===== src/rtl/serial_addsub.sv =====
// Multi-cycle adder/subtractor: one DIGIT-bit adder slice reused per clock,
// walking WIDTH-bit operands LSB-first with the carry held in a flop between digits.
module serial_addsub #(
  parameter int WIDTH = 16,
  parameter int DIGIT = 1
) (
  input  logic             clk,
  input  logic             rst_n,
  input  logic             start,
  input  logic [WIDTH-1:0] in1,
  input  logic [WIDTH-1:0] in2,
  input  logic             cin,
  input  logic             sub,
  output logic             busy,
  output logic             done,
  output logic [WIDTH-1:0] sum,
  output logic             carry,
  output logic             overflow
);

  localparam int K  = WIDTH / DIGIT;
  localparam int CW = (K > 1) ? $clog2(K) : 1;

  generate
    if (WIDTH < 2 || DIGIT < 1 || (WIDTH % DIGIT) != 0) begin : g_bad_params
      $error("serial_addsub: WIDTH must be >= 2 and divisible by DIGIT");
    end
  endgenerate

  // Handshake: start is accepted on any edge where busy=0 (IDLE or DONE); while
  // busy=1 start is ignored. done pulses for one cycle with sum/carry/overflow valid,
  // and those results hold until the next completion.
  typedef enum logic [1:0] {
    IDLE = 2'd0,
    RUN  = 2'd1,
    DONE = 2'd2
  } state_t;

  state_t           state, state_nxt;
  logic [WIDTH-1:0] a_q, b_q, res_q, res_nxt;
  logic             cy_q;
  logic [CW-1:0]    cnt_q;
  logic [DIGIT-1:0] dsum;
  logic             dcout, dovf, last, load;

  // Digit slice; the carry into the digit MSB is recovered as a^b^s at that bit.
  always_comb begin
    {dcout, dsum} = {1'b0, a_q[DIGIT-1:0]} + {1'b0, b_q[DIGIT-1:0]} + {{DIGIT{1'b0}}, cy_q};
    dovf    = a_q[DIGIT-1] ^ b_q[DIGIT-1] ^ dsum[DIGIT-1] ^ dcout;
    res_nxt = (res_q >> DIGIT) | (WIDTH'(dsum) << (WIDTH - DIGIT));
    last    = (cnt_q == CW'(K - 1));
  end

  always_comb begin
    state_nxt = state;
    load      = 1'b0;
    case (state)
      IDLE: if (start) begin
        load      = 1'b1;
        state_nxt = RUN;
      end
      RUN: if (last) state_nxt = DONE;
      DONE: begin
        if (start) begin
          load      = 1'b1;
          state_nxt = RUN;
        end else begin
          state_nxt = IDLE;
        end
      end
      default: state_nxt = IDLE;
    endcase
  end

  assign busy = (state == RUN);
  assign done = (state == DONE);

  always_ff @(posedge clk or negedge rst_n) begin
    if (!rst_n) state <= IDLE;
    else        state <= state_nxt;
  end

  always_ff @(posedge clk or negedge rst_n) begin
    if (!rst_n) begin
      a_q      <= '0;
      b_q      <= '0;
      res_q    <= '0;
      cy_q     <= 1'b0;
      cnt_q    <= '0;
      sum      <= '0;
      carry    <= 1'b0;
      overflow <= 1'b0;
    end else if (load) begin
      // Subtract is A + ~B + 1; cin only matters for add.
      a_q   <= in1;
      b_q   <= sub ? ~in2 : in2;
      cy_q  <= sub ? 1'b1 : cin;
      res_q <= '0;
      cnt_q <= '0;
    end else if (state == RUN) begin
      a_q   <= a_q >> DIGIT;
      b_q   <= b_q >> DIGIT;
      res_q <= res_nxt;
      cy_q  <= dcout;
      cnt_q <= cnt_q + CW'(1);
      if (last) begin
        sum      <= res_nxt;
        carry    <= dcout;
        overflow <= dovf;
      end
    end
  end

endmodule


===== config.mk =====
export PLATFORM = sky130hd
export DESIGN_NAME = serial_addsub
export DESIGN_NICKNAME = d
export VERILOG_FILES = /design/src/rtl/serial_addsub.sv
export SDC_FILE = /design/constraint.sdc
export NUM_CORES = 1
export LEC_CHECK = 0
export BUFFER_PORTS_ARGS = -buffer_cell sky130_fd_sc_hd__buf_2
export CORE_MARGIN = 2
export CORE_UTILIZATION = 40
export DETAILED_ROUTE_END_ITERATION = 8
export GPL_TIMING_DRIVEN = 0
export PLACE_DENSITY = 0.6
export SKIP_CTS_REPAIR_TIMING = 1
export SLEW_MARGIN = 30
export SYNTH_ARGS = -nofsm -noshare
export SYNTH_HDL_FRONTEND = slang
export SYNTH_SLANG_ARGS = --single-unit

===== constraint.sdc =====
create_clock -name clk -period 3.3 [get_ports clk]
set_input_delay 0 -clock clk [delete_from_list [all_inputs] [get_ports clk]]
set_output_delay 0 -clock clk [all_outputs]
set_load 0.03 [all_outputs]

# Yosys cells after proc, flatten, opt, wreduce, memory -nomap -nowiden
# Cells that the tools add are included.
[classes] add_sub_neg=3 mul=0 div=0 order_cmp=0 n_eq_ne=5 shifts=0 n_mux=18 bitwise=6 reduce_logical=5
[op_table] cell="$mux 16" n=7
[op_table] cell="$not 16->16" n=1
[op_table] cell="$or 15x16->16" n=1
[op_table] cell="$mux 4" n=2
[op_table] cell="$mux 1" n=6
[op_table] cell="$pmux 2 s3" n=1
[op_table] cell="$add 4x1->4 const B" n=1
[op_table] cell="$eq 4x4->1 const B" n=1
[op_table] cell="$mux 2" n=2
[op_table] cell="$reduce_and 3->1" n=1
[op_table] cell="$xor 1x1->1" n=3
[op_table] cell="$add 1x1->2" n=1
[op_table] cell="$add 2x1->2" n=1
[op_table] cell="$eq 2x1->1 const B" n=1
[op_table] cell="$eq 2x2->1 const B" n=1
[op_table] cell="$logic_not 2->1" n=1
[op_table] cell="$ne 2x1->1 const B" n=1
[op_table] cell="$ne 2x2->1 const B" n=1
[op_table] cell="$reduce_and 2->1" n=1
[op_table] cell="$reduce_bool 2->1" n=1
[op_table] cell="$reduce_or 2->1" n=1
[op_table] cell="$not 1->1" n=1
[totals] ff_bits=73 latch_bits=0 mem_bits_rw=0 rom_bits=0 in_bits=37 output_inout_bits=20 word_cells=46 memories=0

# Logic depth before layout (Yosys ltp)
[logic_depth] ltp_word=5 depth_mapped=7 mapped_depth_nobuf=5

# Worst setup path before layout
# No wires, ideal clock.
[synth_timing] kind="reg-to-reg" start="register a_q[0]" end="register overflow" setup_ns=0.125 arrival_time_ns=1.479 required_time_ns=3.175 setup_slack_ns=1.696 path_stages_with_launch=6 path_buffers=0 synth_period_minus_slack_ns=1.604 cell_sequence="dfrtp_1 > inv_1 > fa_1 > xor2_1 > xnor2_1 > mux2_2"
[synth_via] elab_chain_cells=4 word_cells_on_any_way=5 classes_between="add/sub: 2; bitwise: 3"
[synth_lines] item="from (decl)" line="40" text="logic [WIDTH-1:0] a_q, b_q, res_q, res_nxt;"
[synth_lines] item="from (signal assigned)" line="95" text="a_q <= in1;"
[synth_lines] item="from (signal assigned)" line="101" text="a_q <= a_q >> DIGIT;"
[synth_lines] item="$add 1x1->2" line="48" text="{dcout, dsum} = {1'b0, a_q[DIGIT-1:0]} + {1'b0, b_q[DIGIT-1:0]} + {{DIGIT{1'b0}}, cy_q};"
[synth_lines] item="$add 2x1->2" line="48"
[synth_lines] item="$xor 1x1->1" line="49" text="dovf = a_q[DIGIT-1] ^ b_q[DIGIT-1] ^ dsum[DIGIT-1] ^ dcout;"
[synth_lines] item="$xor 1x1->1 (*)" line="49"
[synth_lines] item="to (signal assigned)" line="109" text="overflow <= dovf;"
[synth_lines] item="to (decl)" line="18" text="output logic overflow"
# Mark *: on every way between the ends. The rest lies on a longest branch, timed or not.
# A chain may end at the register's enable or synchronous reset.

# Worst setup path after layout
# Same ends and word-level chain as after synthesis.

==> results.json <==
{
  "synth.cell_area_um2": 3470,
  "critPathLaunch": "a_q[0]",
  "synth_commonest_cells": "dfrtp_1, nand2_1, nor2_1, a31oi_2, nand2_2",
  "fmax_mhz": 587,
  "worstHoldEndpoint": "b_q[11]",
  "areaGrowthSynthToFinish_pct": 26.6,
  "initial_core_util": 0.418,
  "postSynthAreaPerCell_um2": 11.8,
  "p_int_mw": 2.65,
  "grt_pass1_wl_um": 11800,
  "status": "complete, but fails checks",
  "max_slew_margin": 0.776,
  "die_h_um": 97.1,
  "worstPathMaxFanout": 3,
  "ant_nets": 0,
  "clk_latency_ns": 0.34,
  "ys_seq_elements": 72,
  "clkSlewWorstSetupHoldPaths_ns": 0.08,
  "dp_hpwl_um": 4820,
  "yosys_warnings": 0,
  "fin_nets": 425,
  "final_cell_area_um2": 4390,
  "p_clk_frac": 0.199,
  "holdPathStages": 4,
  "r2r_start": "a_q[0]",
  "synth_nets": 334,
  "synth_most_common_cell": "dfrtp_1",
  "maxSlewViolCount": 0,
  "required_ns": 3.53,
  "cpPeakStageDelay_ns": 0.61,
  "setup_viol": 0,
  "dr.pass1.iters": 4,
  "cts_root_buf": "clkbuf_8",
  "ys.flop_type": "dfrtp_1",
  "port_buffers": 55,
  "synth_top_area_cell": "dfrtp_1",
  "comb_power_share": 0.434,
  "r2r_end": "overflow",
  "drtIter0Drc": 74,
  "cp_slowest_cell": "fa_1",
  "worstRegToRegCells": 5,
  "die_x_um": 97.1,
  "synthArstFlopShare": 1.00,
  "hold_path_class": "in2reg",
  "whs_ns": -0.00692,
  "rsz0062_at_grt": "no",
  "grtUsageTotal": 0.156,
  "pwr-share-seq": 0.367,
  "dieArea_um2": 9430,
  "cts_tree": "yes",
  "grt_pass1_vias": 2360,
  "drc": 0,
  "path_cells": "inv_1 -> fa_1 -> xor2_1 -> xnor2_1 -> mux2_2",
  "tightest_slew_ns": 0.335,
  "crit_path_end_kind": "register",
  "numCtsBuffers": 9,
  "clock_skew_ns": 0.0107,
  "yosysUniqueCellTypes": 37,
  "setup_tns_ns": 0,
  "vias": 2423,
  "crit_type": "reg2reg",
  "clockBufferDepth": 2,
  "std_cell_rows": 33,
  "synth_area_leaders": "dfrtp_1, a31oi_2, xor2_1",
  "ioPinCount": 57,
  "r2r_setup_slack_ns": 1.60,
  "swShare": 0.376,
  "synth_top_area_share": 0.520,
  "failed_checks": "negative hold slack",
  "antenna_cells": 0,
  "synthCells": 295,
  "grt_max_degree": 50,
  "grt_overflow": 0,
  "peakVddDrop_mv": 0.288,
  "p_sw_mw": 1.60,
  "synth_seq_area_share": 0.520,
  "h-tree-depth": 3,
  "start_kind": "register",
  "vias_per_cell": 4.89,
  "wire_per_inst_um": 14.7,
  "routed_wl_um": 7300,
  "gp_congestion": 0.767,
  "drive_gt1_frac": 0.391,
  "place_area_um2": 3900,
  "fin_crit_ns": 1.70,
  "powerDensity_nw_per_um2": 969,
  "hold_viol": 3,
  "cts.sinks": 72,
  "arrival_ns": 1.93,
  "drv_cap": 0,
  "post-route-period-util": 0.516,
  "antenna_found_initial": 0,
  "core_area_um2": 8300,
  "leakagePower_nw": 2.04,
  "worstHoldStart": "in2[11]",
  "synth-edff-count": 0
}
==> final cells by class <==
class                      instances  area, um2
inverter                           4       22.5
clock inverter                     7        120
clock buffer                       9        124
sequential                        72       1800
multi-input combinational        197       1450
buffer                            22        198
tap                              105        131
fill                             742       3910
timing repair buffer              80        546
==> metal layers <==
layer  share of wire  vias up  GRT usage
met5               0        -          0
met4           0.019        0     0.0693
met1            0.51     1172      0.237
met3           0.035        9     0.0317
met2            0.44       48      0.213
li1                -     1194          -
==> how the worst max path moves through the flow <==
stage,end,cells after the start
finish,overflow,5
global route,overflow,5
CTS,overflow,5
detailed placement,overflow,5
global placement,overflow,5
floorplan,overflow,5
==> critical path: cells and delay by family (launching register included) <==
family	cells	cell delay, ns
fa+ha+maj	1	0.61
buf+inv	1	0.08
flops	1	0.37
mux	1	0.26
xor+xnor	2	0.27
==> placed cells by master (no fill, tap or decap), types with 2 or more instances in the layout <==
| cell | instances |
|---|---|
| dfrtp_1 | 72 |
| buf_2 | 64 |
| nand2_1 | 39 |
| nor2_1 | 29 |
| dlygate4sd3_1 | 24 |
| nand2_2 | 20 |
| a31oi_2 | 20 |
| xor2_1 | 18 |
| a22o_1 | 17 |
| mux2_4 | 9 |
| clkbuf_8 | 9 |
| a31oi_1 | 8 |
| mux2_2 | 7 |
| buf_4 | 5 |
| buf_12 | 4 |
| nand3_1 | 4 |
| inv_1 | 3 |
| buf_6 | 3 |
| o21ai_1 | 3 |
| bufinv_16 | 3 |
| nand2b_1 | 2 |
| nor2_8 | 2 |
| o31ai_1 | 2 |
| xnor2_1 | 2 |
| o21ai_0 | 2 |
| clkinv_4 | 2 |
==> cell families (layout without fill, tap and decap cells) <==
logic type	Yosys count	after routing	synth area share
muxes	16	16	0.0617
buffers and inverters	26	122	0.0635
AOI/OAI and AO/OA	57	57	0.152
xor gates and xnor gates	20	20	0.0505
and+or+nand+nor	102	102	0.143
adders and majority gates	2	2	0.00938
DFF	72	72	0.520
==> power by group through the flow <==
stage	Clock [mW]	Combinational (mW)	Sequential (mW)
after floorplan	0	1.29	1.69
after global placement	0	1.81	1.56
after detailed placement	0	1.84	1.57
after CTS	0.864	1.85	1.56
after global routing	0.900	2.02	1.61
final	0.847	1.85	1.56
==> flip-flops by register name, indices dropped and copies added, names as in the netlist <==
signal	flops
sum	16
b_q	16
state	2
res_q	15
cy_q	1
overflow	1
carry	1
cnt_q	4
a_q	16
==> through the flow <==
| stage | util | hold slack, ns | setup WS (ns) | power (mW) | std cells |
|---|---|---|---|---|---|
| global placement | 0.467 | 0.241 | 1.62 | 3.37 | 455 |
| CTS | 0.500 | -0.451 | 1.59 | 4.27 | 472 |
| global route | 0.529 | 0.00385 | 1.52 | 4.53 | 496 |
| finish | 0.529 | -0.00692 | 1.60 | 4.25 | 496 |
| detailed placement | 0.470 | -0.0705 | 1.61 | 3.41 | 456 |
| floorplan | - | -0.296 | 1.70 | 2.98 | 295 |
Power figures use the tool's default switching activity.
